--- src/rtl/cpu_pkg.sv ---
// rtl/cpu_pkg.sv - shared widths and enums for the 8-bit CPU control path
//
// Purpose : opcode, ALU operation and sequencer state encodings, plus fixed widths.
// Ports   : none (package).
// Config  : CPU_CTRL_BRANCH_EN is consumed by cpu_op_decode and cpu_ctrl_seq.

package cpu_pkg;

  localparam int DATA_W  = 8;
  localparam int ADDR_W  = 4;
  localparam int PC_W    = 8;
  localparam int INSTR_W = 16;

  typedef enum logic [3:0] {
    OP_NOP  = 4'h0,
    OP_ADD  = 4'h1,
    OP_SUB  = 4'h2,
    OP_AND  = 4'h3,
    OP_OR   = 4'h4,
    OP_XOR  = 4'h5,
    OP_ADDI = 4'h6,
    OP_LDI  = 4'h7,
    OP_JMP  = 4'h8,
    OP_BZ   = 4'h9,
    OP_HALT = 4'hF
  } opcode_t;

  typedef enum logic [2:0] {
    ALU_ADD   = 3'd0,
    ALU_SUB   = 3'd1,
    ALU_AND   = 3'd2,
    ALU_OR    = 3'd3,
    ALU_XOR   = 3'd4,
    ALU_PASSA = 3'd5,
    ALU_PASSB = 3'd6
  } alu_op_t;

  typedef enum logic [2:0] {
    ST_IDLE    = 3'd0,
    ST_FETCH   = 3'd1,
    ST_DECODE  = 3'd2,
    ST_EXECUTE = 3'd3,
    ST_HALT    = 3'd4
  } ctrl_state_t;

endpackage

--- src/rtl/cpu_op_decode.sv ---
// rtl/cpu_op_decode.sv - combinational instruction decoder
//
// Purpose : maps the instruction register onto register file addresses, ALU
//           operation, immediate operand and a register-write flag.
// Ports   : ir         in  16  instruction register
//           ra1/ra2/wa out 4   read address 1/2, write address
//           alu_op     out 3   ALU operation (alu_op_t encoding)
//           imm        out 8   immediate operand
//           use_imm    out 1   ALU B operand taken from imm
//           writes_reg out 1   instruction writes the register file
// Config  : CPU_CTRL_BRANCH_EN enables the BZ operand override.

module cpu_op_decode
  import cpu_pkg::*;
(
  input  logic [INSTR_W-1:0] ir,
  output logic [ADDR_W-1:0]  ra1,
  output logic [ADDR_W-1:0]  ra2,
  output logic [ADDR_W-1:0]  wa,
  output logic [2:0]         alu_op,
  output logic [DATA_W-1:0]  imm,
  output logic               use_imm,
  output logic               writes_reg
);

  always_comb begin
    ra1        = ir[7:4];
    ra2        = ir[3:0];
    wa         = ir[11:8];
    alu_op     = ALU_ADD;
    imm        = '0;
    use_imm    = 1'b0;
    writes_reg = 1'b0;
    case (opcode_t'(ir[15:12]))
      OP_ADD: writes_reg = 1'b1;
      OP_SUB: begin alu_op = ALU_SUB; writes_reg = 1'b1; end
      OP_AND: begin alu_op = ALU_AND; writes_reg = 1'b1; end
      OP_OR:  begin alu_op = ALU_OR;  writes_reg = 1'b1; end
      OP_XOR: begin alu_op = ALU_XOR; writes_reg = 1'b1; end
      OP_ADDI: begin
        imm        = {4'b0000, ir[3:0]};
        use_imm    = 1'b1;
        writes_reg = 1'b1;
      end
      OP_LDI: begin
        alu_op     = ALU_PASSB;
        imm        = ir[7:0];
        use_imm    = 1'b1;
        writes_reg = 1'b1;
      end
`ifdef CPU_CTRL_BRANCH_EN
      // BZ tests rd: route it through port A so the ALU zero flag reflects it.
      OP_BZ: begin
        ra1    = ir[11:8];
        alu_op = ALU_PASSA;
      end
`endif
      default: ;
    endcase
  end

endmodule

--- src/rtl/cpu_ctrl_seq.sv ---
// rtl/cpu_ctrl_seq.sv - multi-cycle fetch/decode/execute sequencer
//
// Purpose : three cycles per instruction (FETCH, DECODE, EXECUTE); holds the
//           FSM, instruction register and pc; drives register file / ALU controls.
// Ports   : clk          in  1   clock, rising edge
//           RESET        in  1   asynchronous active-high reset
//           run          in  1   start/continue execution
//           instr        in  16  instruction word at pc (combinational read)
//           zero         in  1   ALU result is zero, sampled in EXECUTE
//           pc           out 8   instruction address
//           RA1/RA2/WA   out 4   register file read/write addresses
//           write_enable out 1   register file write strobe
//           alu_op       out 3   ALU operation
//           imm          out 8   immediate operand
//           use_imm      out 1   ALU B operand = imm
//           halted       out 1   HALT executed
// Config  : CPU_CTRL_BRANCH_EN defined -> JMP/BZ implemented; undefined -> they
//           act as NOP, pc always increments and zero is ignored.

module cpu_ctrl_seq
  import cpu_pkg::*;
(
  input  logic               clk,
  input  logic               RESET,
  input  logic               run,
  input  logic [INSTR_W-1:0] instr,
  input  logic               zero,
  output logic [PC_W-1:0]    pc,
  output logic [ADDR_W-1:0]  RA1,
  output logic [ADDR_W-1:0]  RA2,
  output logic [ADDR_W-1:0]  WA,
  output logic               write_enable,
  output logic [2:0]         alu_op,
  output logic [DATA_W-1:0]  imm,
  output logic               use_imm,
  output logic               halted
);

  ctrl_state_t        state;
  logic [INSTR_W-1:0] ir;
  logic               writes_reg;
  logic [PC_W-1:0]    next_pc;
  opcode_t            op;

  assign op = opcode_t'(ir[15:12]);

  cpu_op_decode u_decode (
    .ir         (ir),
    .ra1        (RA1),
    .ra2        (RA2),
    .wa         (WA),
    .alu_op     (alu_op),
    .imm        (imm),
    .use_imm    (use_imm),
    .writes_reg (writes_reg)
  );

  // Derived from the registered state only, so it cannot glitch and drops
  // the moment reset forces state back to IDLE.
  assign write_enable = (state == ST_EXECUTE) && writes_reg;

`ifdef CPU_CTRL_BRANCH_EN
  always_comb begin
    next_pc = pc + 8'd1;
    if (op == OP_JMP || (op == OP_BZ && zero))
      next_pc = ir[7:0];
  end
`else
  logic unused_zero;
  assign unused_zero = zero;
  assign next_pc     = pc + 8'd1;
`endif

  always_ff @(posedge clk or posedge RESET) begin
    if (RESET) begin
      state  <= ST_IDLE;
      pc     <= '0;
      ir     <= '0;
      halted <= 1'b0;
    end else begin
      case (state)
        ST_IDLE:   if (run) state <= ST_FETCH;
        ST_FETCH: begin
          ir    <= instr;
          state <= ST_DECODE;
        end
        ST_DECODE: state <= ST_EXECUTE;
        ST_EXECUTE: begin
          if (op == OP_HALT) begin
            state  <= ST_HALT;
            halted <= 1'b1;
          end else begin
            pc    <= next_pc;
            state <= run ? ST_FETCH : ST_IDLE;
          end
        end
        ST_HALT:   state <= ST_HALT;
        default:   state <= ST_IDLE;
      endcase
    end
  end

endmodule

--- config.mk ---
export PLATFORM = sky130hd
export DESIGN_NAME = cpu_ctrl_seq
export DESIGN_NICKNAME = d
export VERILOG_FILES = /design/src/rtl/cpu_pkg.sv /design/src/rtl/cpu_op_decode.sv /design/src/rtl/cpu_ctrl_seq.sv
export SDC_FILE = /design/constraint.sdc
export NUM_CORES = 1
export LEC_CHECK = 0
export ABC_AREA = 1
export BUFFER_PORTS_ARGS = -buffer_cell sky130_fd_sc_hd__buf_2
export CAP_MARGIN = 5
export CORE_UTILIZATION = 35
export DETAILED_ROUTE_END_ITERATION = 16
export HOLD_SLACK_MARGIN = 0.03
export PLACE_DENSITY = 0.59
export SYNTH_ARGS = -nofsm -noshare
export SYNTH_HDL_FRONTEND = slang
export SYNTH_SLANG_ARGS = --single-unit
--- constraint.sdc ---
create_clock -name clk -period 1.6 [get_ports clk]
set_input_delay 0.16 -clock clk [delete_from_list [all_inputs] [get_ports clk]]
set_output_delay 0.16 -clock clk [all_outputs]
set_load 0.02 [all_outputs]
Word-level counts from Yosys, hierarchy flattened. Cells that the tools add are included.

Flip-flop bits (word level): 28. Output and inout bits: 34.

Add/sub/neg operators: 1. Eq/ne operators: 13. Mux-type cells: 8. Bitwise gates (word level): 1. Reductions and logical operators: 6.

Operator list (count): $pmux W3 S5 (2); $eq A4 B3 Y1 const B (4); $pmux W8 S2 (1); $add A8 B1 Y8 const B (1); $eq A4 B2 Y1 const B (2); $reduce_or A7 Y1 (1); $eq A3 B2 Y1 const B (2); $mux W3 (2); $eq A4 B1 Y1 const B (1); $eq A4 B4 Y1 const B (1); $reduce_and A2 Y1 (2); $eq A3 B1 Y1 const B (1); $eq A3 B3 Y1 const B (1); $logic_not A3 Y1 (1); $mux W1 (3); $ne A2 B2 Y1 const B (1); $reduce_or A2 Y1 (1); $logic_and A1 B1 Y1 (1); $not A1 Y1 (1).

Depth between registers and ports, before layout. Gate-level depths: netlist of run 1.

Depth after elaboration: 4. Mapped depth: 7. Mapped depth without buffers: 7.

Cells and area by module. Synthesis of run 1 repeated with hierarchy kept, for this count alone.

Cell total of the unflattened synthesis: 196. Area, all modules: 1483.9 um^2.

Modules (own cells, without submodules): cpu_ctrl_seq (instances 1, cells each 149, area an instance 1256.2 um^2); cpu_op_decode (instances 1, cells each 47, area an instance 227.7 um^2).

Least setup slack after synthesis of run 1. Ideal clock, no wire load.

Path kind: register to output. Start point: register ir[15]. End point: output imm[0]. Arrival time: 1.358 ns. Required time: 1.440 ns. Setup slack: 0.082 ns. Stages on the path, launching flop included: 6. Buffers on the path: 0. Cells stage by stage: dfrtp_1 > nor2_1 > inv_1 > nor2_1 > inv_1 > nor2_1.

Longest elaborated chain between the ends: 2. Elaborated cells on any way between the ends: 3.

RTL lines: start: declaration (RTL line cpu_ctrl_seq.sv:40) `logic [INSTR_W-1:0] ir;`; start signal: assignment (RTL line cpu_ctrl_seq.sv:84) `ir <= instr;`; $eq A4 B3 Y1 (RTL line cpu_op_decode.sv:34) `case (opcode_t'(ir[15:12]))`; $pmux W8 S2 (*) (RTL line cpu_op_decode.sv:34); end: declaration (RTL line cpu_ctrl_seq.sv:34) `output logic [DATA_W-1:0] imm,`.

Every way passes the cells marked *; elsewhere a longest branch is shown, timed or not.

Final worst setup path of run 1. Same ends and word-level chain as after synthesis.

==> results of run 1 <==
[layout by cell type, fill, tap and decap left out, types with 2 or more instances in the layout]
| master | netlist | final |
|---|---|---|
| buf_2 | 0 | 52 |
| nand2_1 | 41 | 41 |
| dfrtp_1 | 28 | 27 |
| nor2_1 | 28 | 26 |
| inv_1 | 20 | 20 |
| a21oi_1 | 13 | 13 |
| nand3_1 | 12 | 12 |
| buf_4 | 12 | 4 |
| nor3_1 | 3 | 3 |
| clkbuf_8 | 0 | 3 |
| inv_2 | 2 | 2 |
| nor2_4 | 2 | 2 |
| nand3b_1 | 2 | 2 |
| nor2_2 | 0 | 2 |
| xnor2_1 | 2 | 2 |
[kinds of logic (layout without fill, tap and decap cells)]
kind of cell	after synthesis	count (layout)	share of synthesized area [%]
compound gates	17	17	6.429
xor+xnor	3	3	1.825
fa+ha+maj	1	1	0.8687
buf+inv	36	82	13.55
flops	28	28	48.65
simple gates	93	93	28.67
[timing repair]
item                                   CTS  global route
resized for setup                        1             2
setup endpoints to repair                4             7
endpoints found under the hold margin   28             0
setup buffers                            0             2
hold buffers                             1             0
[power by group]
part / leakage [uW] / switching [uW] / internal [uW]
registers: 0.000334 / 251 / 1010
clock network: 0.0000216 / 204 / 169
logic: 0.000622 / 1280 / 657
[layer usage]
layer	vias up	global-route usage (%)	wire length [um]
li1	634	-	-
met1	545	17.55	1345
met2	24	22.58	1288
met4	0	3.191	23
met3	2	3.621	103
met5	-	0	0
[critical path, stage by stage, from the launching register on]
cell and delay [ns]:
dfrtp_2 0.44, nor2_2 0.12, inv_1 0.07, nor2_2 0.12
inv_1 0.09, nor2_1 0.08, buf_2 0.16
[flip-flops by register name, summed over array words and instances (netlist names)]
| register | flops |
|---|---|
| pc | 8 |
| state | 3 |
| ir | 16 |
| halted | 1 |
[area by class of cell]
| cell class | count | area (sq um) | area share (%) |
|---|---|---|---|
| Inverter | 22 | 82.58 | 4.758 |
| Sequential cell | 28 | 701.9 | 40.45 |
| Clock buffer | 3 | 41.29 | 2.379 |
| Multi-Input combinational cell | 114 | 549.3 | 31.65 |
| Timing Repair Buffer | 57 | 300.3 | 17.30 |
| Tap cell | 48 | 60.06 | 3.461 |
[path summary, 6_finish.rpt]
| check | cells after the start | slack [ns] | to |
|---|---|---|---|
| setup / recovery | 6 | 0.09 | imm[0] |
| hold / removal | 3 | 0.11 | ir[15] |
| setup reg to reg | 7 | 0.29 | pc[6] |
| hold reg to reg | 2 | 0.48 | ir[10] |
| max in group asynchronous | 4 | 0.83 | ir[15] |
| min in group asynchronous | 4 | 0.49 | pc[4] |
[through the flow]
| stage | power, uW | hold WS [ns] | util, % |
|---|---|---|---|
| after floorplan | 2851 | 0.2254 | - |
| after global placement | 3171 | 0.2465 | 43.77 |
| after detailed placement | 3185 | 0.2423 | 43.77 |
| after CTS | 3579 | 0.1065 | 45.19 |
| after global routing | 3876 | 0.1290 | 45.69 |
| final | 3575 | 0.1120 | 45.69 |
==> flow_summary.ini, run 1 <==
[yosys]
async_reset_ff_share_pct = 100.0
synth_top_flop_cell = dfrtp_1
mappedNetlistNets = 199
synth.distinct_cells = 24
synth.avg_cell_area_sq_um = 8.091
yosysMostFrequentCell = nand2_1
syn_area_sq_um = 1440
synth_edf_count = 0
netlist_instances = 178
yosysWarnings = 0
synth_top_area_cell = dfrtp_1
yosys-top-cells-area = dfrtp_1 (49%), nand2_1 (11%), nor2_1 (7.3%)
synth_top_area_share_pct = 48.65
ys_seq_area_share_pct = 48.65
synth_seq_cells = 28
ys_top_cells_by_count = nand2_1 (41), dfrtp_1 (28), nor2_1 (28), inv_1 (20), a21oi_1 (13)

[final_layout]
final_cells = 272
layout.nets = 247
areaGrowthSynthToFinish_pct = 20.50
design_area_sq_um = 1735
final_layout_size_suffix_gt1_share_pct = 31.70
n_fill_cell = 391
diodes = 0

[critical_path]
rr_startpoint = ir[15]
critPathRequiredTime_ns = 1.44
end_kind = primary output
arrival_ns = 1.35
crit_fanout = 4
worstSetupStartpointType = register
crit_type = register to primary output
startpoint = ir[15]

[outcome]
status = finished, final reports clean

[floorplanning]
die_area_sq_um = 4375
io_pins = 54
num_rows = 22
fp.dieW_um = 66.15
dieHeight_um = 66.15
core-area_sq_um = 3799
start_util_pct = 37.91

[drt]
via_per_inst = 4.430
via_count = 1205
dr.pass1.iters = 4
drcViolationCount = 0
final_antenna_net_count = 0
first_iter_violations = 54
wl_per_cell_um = 10.15
drt_wl_total_mm = 2.762

[timing]
fmax_ghz = 0.6602
fin_skew_ns = 0.001466
setup-tns-final_ns = 0
finalSetupViolCount = 0
relSlewSlack_pct = 76.41
worst_slew_pin_slew_ns = 0.3538
finalHoldViolations = 0
slew_violations = 0
timing.final.crit_share_pct = 94.67
setup_ws_ns = 0.08521
finalCriticalPeriod_ns = 1.515

[global_routing]
grt_max_degree = 29
grt_pass1_vias = 1073
grt_pass1_wl_mm = 4.560
antenna_found_initial = 0
grt_usage_pct = 13.61
grt-ovfl-total = 0

[worst_hold_path]
worstHoldStart = instr[15]
hold_path.class = primary input to register

[clock_network]
htree_levels = 1
cts_sinks = 28
insertion_delay_ns = 0.27
clockBufferDepth = 2
path_clk_slew_ns = 0.09
cts_tree = yes
cts_buffers = 3
ctsRootBufferMaster = clkbuf_8

[placement]
pre_cts_ws_ns = 0.2868
portBuffers = 52
dp.cells = 266
dp_hpwl_mm = 2.073
placed_area_sq_um = 1663
gp_congestion = 0.7706

[power]
power_leakage_uw = 0.0009776
power_density_nw_per_um2 = 2060
ir_worst_vdd_v = 0.001261

[run]
drv_cap = 0
Note: power is estimated with default switching activity, not from simulation.
==> inputs of run 2 (changes only) <==
--- a/config.mk
+++ b/config.mk
@@ -7,11 +7,12 @@
 export LEC_CHECK = 0
 export ABC_AREA = 1
 export BUFFER_PORTS_ARGS = -buffer_cell sky130_fd_sc_hd__buf_2
-export CAP_MARGIN = 5
+export CORE_MARGIN = 2
 export CORE_UTILIZATION = 35
 export DETAILED_ROUTE_END_ITERATION = 16
 export HOLD_SLACK_MARGIN = 0.03
 export PLACE_DENSITY = 0.59
+export SETUP_SLACK_MARGIN = 0.5
 export SYNTH_ARGS = -nofsm -noshare
 export SYNTH_HDL_FRONTEND = slang
 export SYNTH_SLANG_ARGS = --single-unit
==> run 2 against run 1 <==
Die area up 6.1%. Via count grew 9.0%. Worst hold slack worse by 0.0072 ns. Power is 44% higher. Critical path depth unchanged. First-iteration DRC count fell by 33%. Critical path type unchanged.
==> flow_summary.ini, run 2 (synthesized netlist as in run 1, its figures left out) <==
[outcome]
status = finished, final reports clean

[critical_path]
ff2ff_setup_slack_ns = 0.29
cp_common_cell = nor2_4
reg2reg_to = ir[1]
crit_type = register to primary output
worstSetupStartpointType = register
critPathRequiredTime_ns = 1.44
slowest_stage = dfrtp_2
cp_cell_sequence = nor2_4 > inv_2 > nor2_4 > inv_4 > nor2_4 > buf_6
reg2reg_depth = 8
arrival_ns = 1.31
slowest_delay_ns = 0.44
end_kind = primary output
crit_fanout = 4
startpoint = ir[15]
rr_startpoint = state[0]
cp-endpoint = imm[2]

[power]
ir_worst_vdd_v = 0.0008828
power_leakage_uw = 0.001100
power_density_nw_per_um2 = 2226

[timing]
fmax_ghz = 0.6800
finalHoldViolations = 0
finalSetupViolCount = 0
slew_violations = 0
finalCriticalPeriod_ns = 1.470
fin_skew_ns = 0.004471
timing.final.crit_share_pct = 91.91
rsz0062_at_grt = true
setup-tns-final_ns = 0
relSlewSlack_pct = 76.01
fin_hold_ws_ns = 0.1048
worst_slew_pin_slew_ns = 0.3599

[drt]
dr.pass1.iters = 4
wl_per_cell_um = 12.61
first_iter_violations = 36
via_count = 1313
via_per_inst = 4.575
drcViolationCount = 0
drt_wl_total_mm = 3.620
final_antenna_net_count = 0

[clock_network]
cts_tree = yes
cts_buffers = 3
insertion_delay_ns = 0.27
clockBufferDepth = 2
ctsRootBufferMaster = clkbuf_8
htree_levels = 1
path_clk_slew_ns = 0.10
cts_sinks = 28

[placement]
portBuffers = 52
gp_congestion = 0.7649
dp_hpwl_mm = 2.093

[final_layout]
areaGrowthSynthToFinish_pct = 60.82
regMostFlops = ir
post-route-util_pct = 58.32
ff_latch_area_sq_um = 710.7
largest_register_ffs = 16
n_fill_cell = 352
mostFrequentLayoutCell = buf_2
layout_common_cells = buf_2 (42), nand2_1 (32), nor2_4 (22), dfrtp_1 (20), inv_1 (15)
multi_input_area_sq_um = 918.4
diodes = 0
layout.nets = 259
final_layout_size_suffix_gt1_share_pct = 59.92
reg_top3 = ir (16), pc (8), state (3)

[floorplanning]
num_rows = 23
fp.dieW_um = 68.15
core-area_sq_um = 3971
start_util_pct = 36.26
dieHeight_um = 68.15
die_area_sq_um = 4644
io_pins = 54

[worst_hold_path]
worstHoldStart = instr[10]
hold_path.class = primary input to register

[global_routing]
grt-ovfl-total = 0
grt_pass1_wl_mm = 5.361
antenna_found_initial = 0
grt_usage_pct = 15.32
grt_max_degree = 29
grt_pass1_vias = 1210

[run]
drv_cap = 0
## run 2: cell types whose count changed in the layout (fill, tap and decap cells not counted), sizes merged
cell    before  now
buf         56   64
nor2        30   31
bufinv       0    1
nand2       43   46
## run 2: routing by layer
layer  GRT usage, %  vias up  part of all wire [%]
met5              0        -                     0
met4          5.250        0                  0.94
met3          2.961        2                   5.2
met2          25.36       32                    49
met1          19.96      614                    44
li1               -      665                     -
## run 2: worst min path at each step
stage / end / cells past startpoint
2_1_floorplan: halted / 1
3_3_place_gp: pc[5] / 3
3_5_place_dp: pc[5] / 3
4_1_cts: ir[8] / 3
5_1_grt: ir[9] / 3
6_report: ir[10] / 3
## run 2: final cells by class
| class | instances | share of cell area, % |
|---|---|---|
| Tap cell | 50 | 2.701 |
| Clock inverter | 1 | 1.297 |
| Timing Repair Buffer | 65 | 19.77 |
| Clock buffer | 3 | 1.783 |
| Sequential cell | 28 | 30.69 |
| Multi-Input combinational cell | 118 | 39.65 |
| Inverter | 22 | 4.106 |
## run 2: what timing repair did
item / CTS / global route
hold buffers: 1 / 0
setup endpoints to repair: 39 / 42
cloned: 3 / 1
pin swaps: 8 / 16
buffers inserted: 8 / 3
endpoints found under the hold margin: 28 / 0
resized for setup: 36 / 66
## run 2: critical path: cells and delay by family, from the launching register on
kind,cells,cell delay (ns)
simple gates,3,0.33
flops,1,0.44
buf+inv,3,0.27
## run 2: per-stage QoR
step	power, uW	worst slack [ns]	instances	instance area [sq um]
global placement	3361	0.3102	267	1730
CTS	4509	0.1594	283	2028
finish	5155	0.1295	287	2316
floorplan	3046	0.3841	178	1513
detailed placement	3380	0.2858	267	1730
global route	5518	0.05083	287	2316
## run 2: power by group
group,switching [uW],internal (uW)
Clock,219,335
Sequential,300,1030
Combinational,1960,1320
Total,2480,2680
==> inputs of run 3 (changes only) <==
--- a/config.mk
+++ b/config.mk
@@ -9,10 +9,12 @@
 export BUFFER_PORTS_ARGS = -buffer_cell sky130_fd_sc_hd__buf_2
 export CORE_MARGIN = 2
 export CORE_UTILIZATION = 35
+export CTS_CLUSTER_SIZE = 16
 export DETAILED_ROUTE_END_ITERATION = 16
 export HOLD_SLACK_MARGIN = 0.03
 export PLACE_DENSITY = 0.59
 export SETUP_SLACK_MARGIN = 0.5
+export SLEW_MARGIN = 25
 export SYNTH_ARGS = -nofsm -noshare
 export SYNTH_HDL_FRONTEND = slang
 export SYNTH_SLANG_ARGS = --single-unit
==> constraint.sdc (replaced) <==
create_clock -name clk -period 1.9 [get_ports clk]
set_input_delay 0.19 -clock clk [delete_from_list [all_inputs] [get_ports clk]]
set_output_delay 0.19 -clock clk [all_outputs]
set_load 0.02 [all_outputs]
==> run 3 against run 2 <==
Via count decreased by 7.5%. Utilization fell by 11 points. Power shrank 35%. Global-route usage is 1.9 points lower. Setup slack better by 0.32 ns. Largest power group unchanged. Clock power fell by 34%. Non-clock buffer count is 2 lower. Design area is 18% lower. Clock-buffer cell count grew 1. Critical endpoint is now imm[3].
==> flow_summary.ini, run 3 (synthesized netlist as in run 1, its figures left out) <==
[outcome]
status = finished, final reports clean

[critical_path]
worstSetupStartpointType = register
crit_fanout = 4
arrival_ns = 1.26
crit_type = register to primary output
critPathRequiredTime_ns = 1.71
end_kind = primary output
ff2ff_setup_slack_ns = 0.56

[clock_network]
cts_buffers = 3
ctsRootBufferMaster = clkbuf_8
cts_sinks = 28
path_clk_slew_ns = 0.10
insertion_delay_ns = 0.27
htree_levels = 1
clockBufferDepth = 2
cts_tree = yes

[floorplanning]
io_pins = 54
num_rows = 23
dieHeight_um = 68.15
fp.dieW_um = 68.15
die_area_sq_um = 4644
core-area_sq_um = 3971
start_util_pct = 36.26

[final_layout]
layout_common_cells = nand2_1 (41), buf_2 (41), nor2_1 (25), dfrtp_1 (25), buf_4 (20)
areaGrowthSynthToFinish_pct = 31.80
reg_top3 = ir (16), pc (8), state (3)
diodes = 0
final_layout_size_suffix_gt1_share_pct = 40.26
regMostFlops = ir
final_cells = 281
largest_register_ffs = 16
layout.nets = 253

[drt]
via_count = 1215
dr.pass1.iters = 4
wl_per_cell_um = 10.71
first_iter_violations = 33
drt_wl_total_mm = 3.009
via_per_inst = 4.324
final_antenna_net_count = 0
drcViolationCount = 0

[global_routing]
grt-ovfl-total = 0
grtUsageMet2_pct = 22.82
grt.met1_usage_pct = 17.48
antenna_found_initial = 0
grt_pass1_wl_mm = 4.823
use_met3_pct = 1.809
grt_usage_pct = 13.41
grt_pass1_vias = 1121
grt-busiest-layer = met2
grt_max_degree = 29

[timing]
relSlewSlack_pct = 75.60
fmax_ghz = 0.6879
finalCriticalPeriod_ns = 1.454
rsz0062_at_grt = true
slew_violations = 0
timing.final.crit_share_pct = 76.51
fin_skew_ns = 0.003208
finalHoldViolations = 0
worst_slew_pin_slew_ns = 0.3660
setup-tns-final_ns = 0
finalSetupViolCount = 0

[placement]
dp_hpwl_mm = 2.095
portBuffers = 52
gp_congestion = 0.7066
dp.cells = 267

[power]
ir_worst_vdd_v = 0.0007035
power_density_nw_per_um2 = 1777
power_leakage_uw = 0.001017
power_uw = 3373

[worst_hold_path]
hold_path.class = primary input to register

[run]
drv_cap = 0
run 3: final timing paths:
| check | startpoint | endpoint | depth (start not counted) |
|---|---|---|---|
| setup / recovery | ir[14] | imm[3] | 7 |
| min in group asynchronous | RESET | pc[4] | 4 |
| hold reg to reg | halted | halted | 2 |
| max in group asynchronous | RESET | ir[13] | 4 |
| hold / removal | instr[9] | ir[9] | 3 |
| setup reg to reg | ir[15] | pc[6] | 7 |
run 3: power by group:
part           switching [uW]  internal (uW)  total [uW]
logic                    1190            729        1920
clock network             182            185         367
registers                 232            856        1090
run 3: per-layer routing:
metal / wire [um] / share of wire [%]
met2: 1421 / 47
met4: 34 / 1.1
met3: 131 / 4.4
met5: 0 / 0
met1: 1422 / 47
run 3: worst max-delay path, stage by stage (launching register included):
cell	delay (ns)
dfrtp_1	0.37
inv_2	0.05
nor2_4	0.12
inv_2	0.06
nor2_4	0.11
inv_2	0.06
nor2_1	0.08
buf_4	0.14
run 3: final cells by class:
| type | instances | area, sq um |
|---|---|---|
| Inverter | 22 | 90.09 |
| Timing Repair Buffer | 63 | 376.6 |
| Clock buffer | 4 | 55.05 |
| Sequential cell | 28 | 704.4 |
| Multi-Input combinational cell | 114 | 609.3 |
| Fill cell | 412 | 2073 |
| Tap cell | 50 | 62.56 |
run 3: through the flow:
step	worst slack [ns]	hold WS, ns	area [sq um]	utilization [%]
2_1_floorplan	0.4750	0.2554	1443	-
3_3_place_gp	0.5583	0.2818	1660	41.81
3_5_place_dp	0.5799	0.2777	1660	41.81
4_1_cts	0.4257	0.1375	1787	44.99
5_1_grt	0.3356	0.1476	1898	47.79
6_report	0.4464	0.1387	1898	47.79
run 3: timing repair:
action,in CTS,in global routing
cloned,0,0
hold buffers,1,0
pin swaps,0,6
gates resized for setup,14,22
endpoints found under the hold margin,28,0
setup endpoints to repair,13,13
buffers inserted,4,5
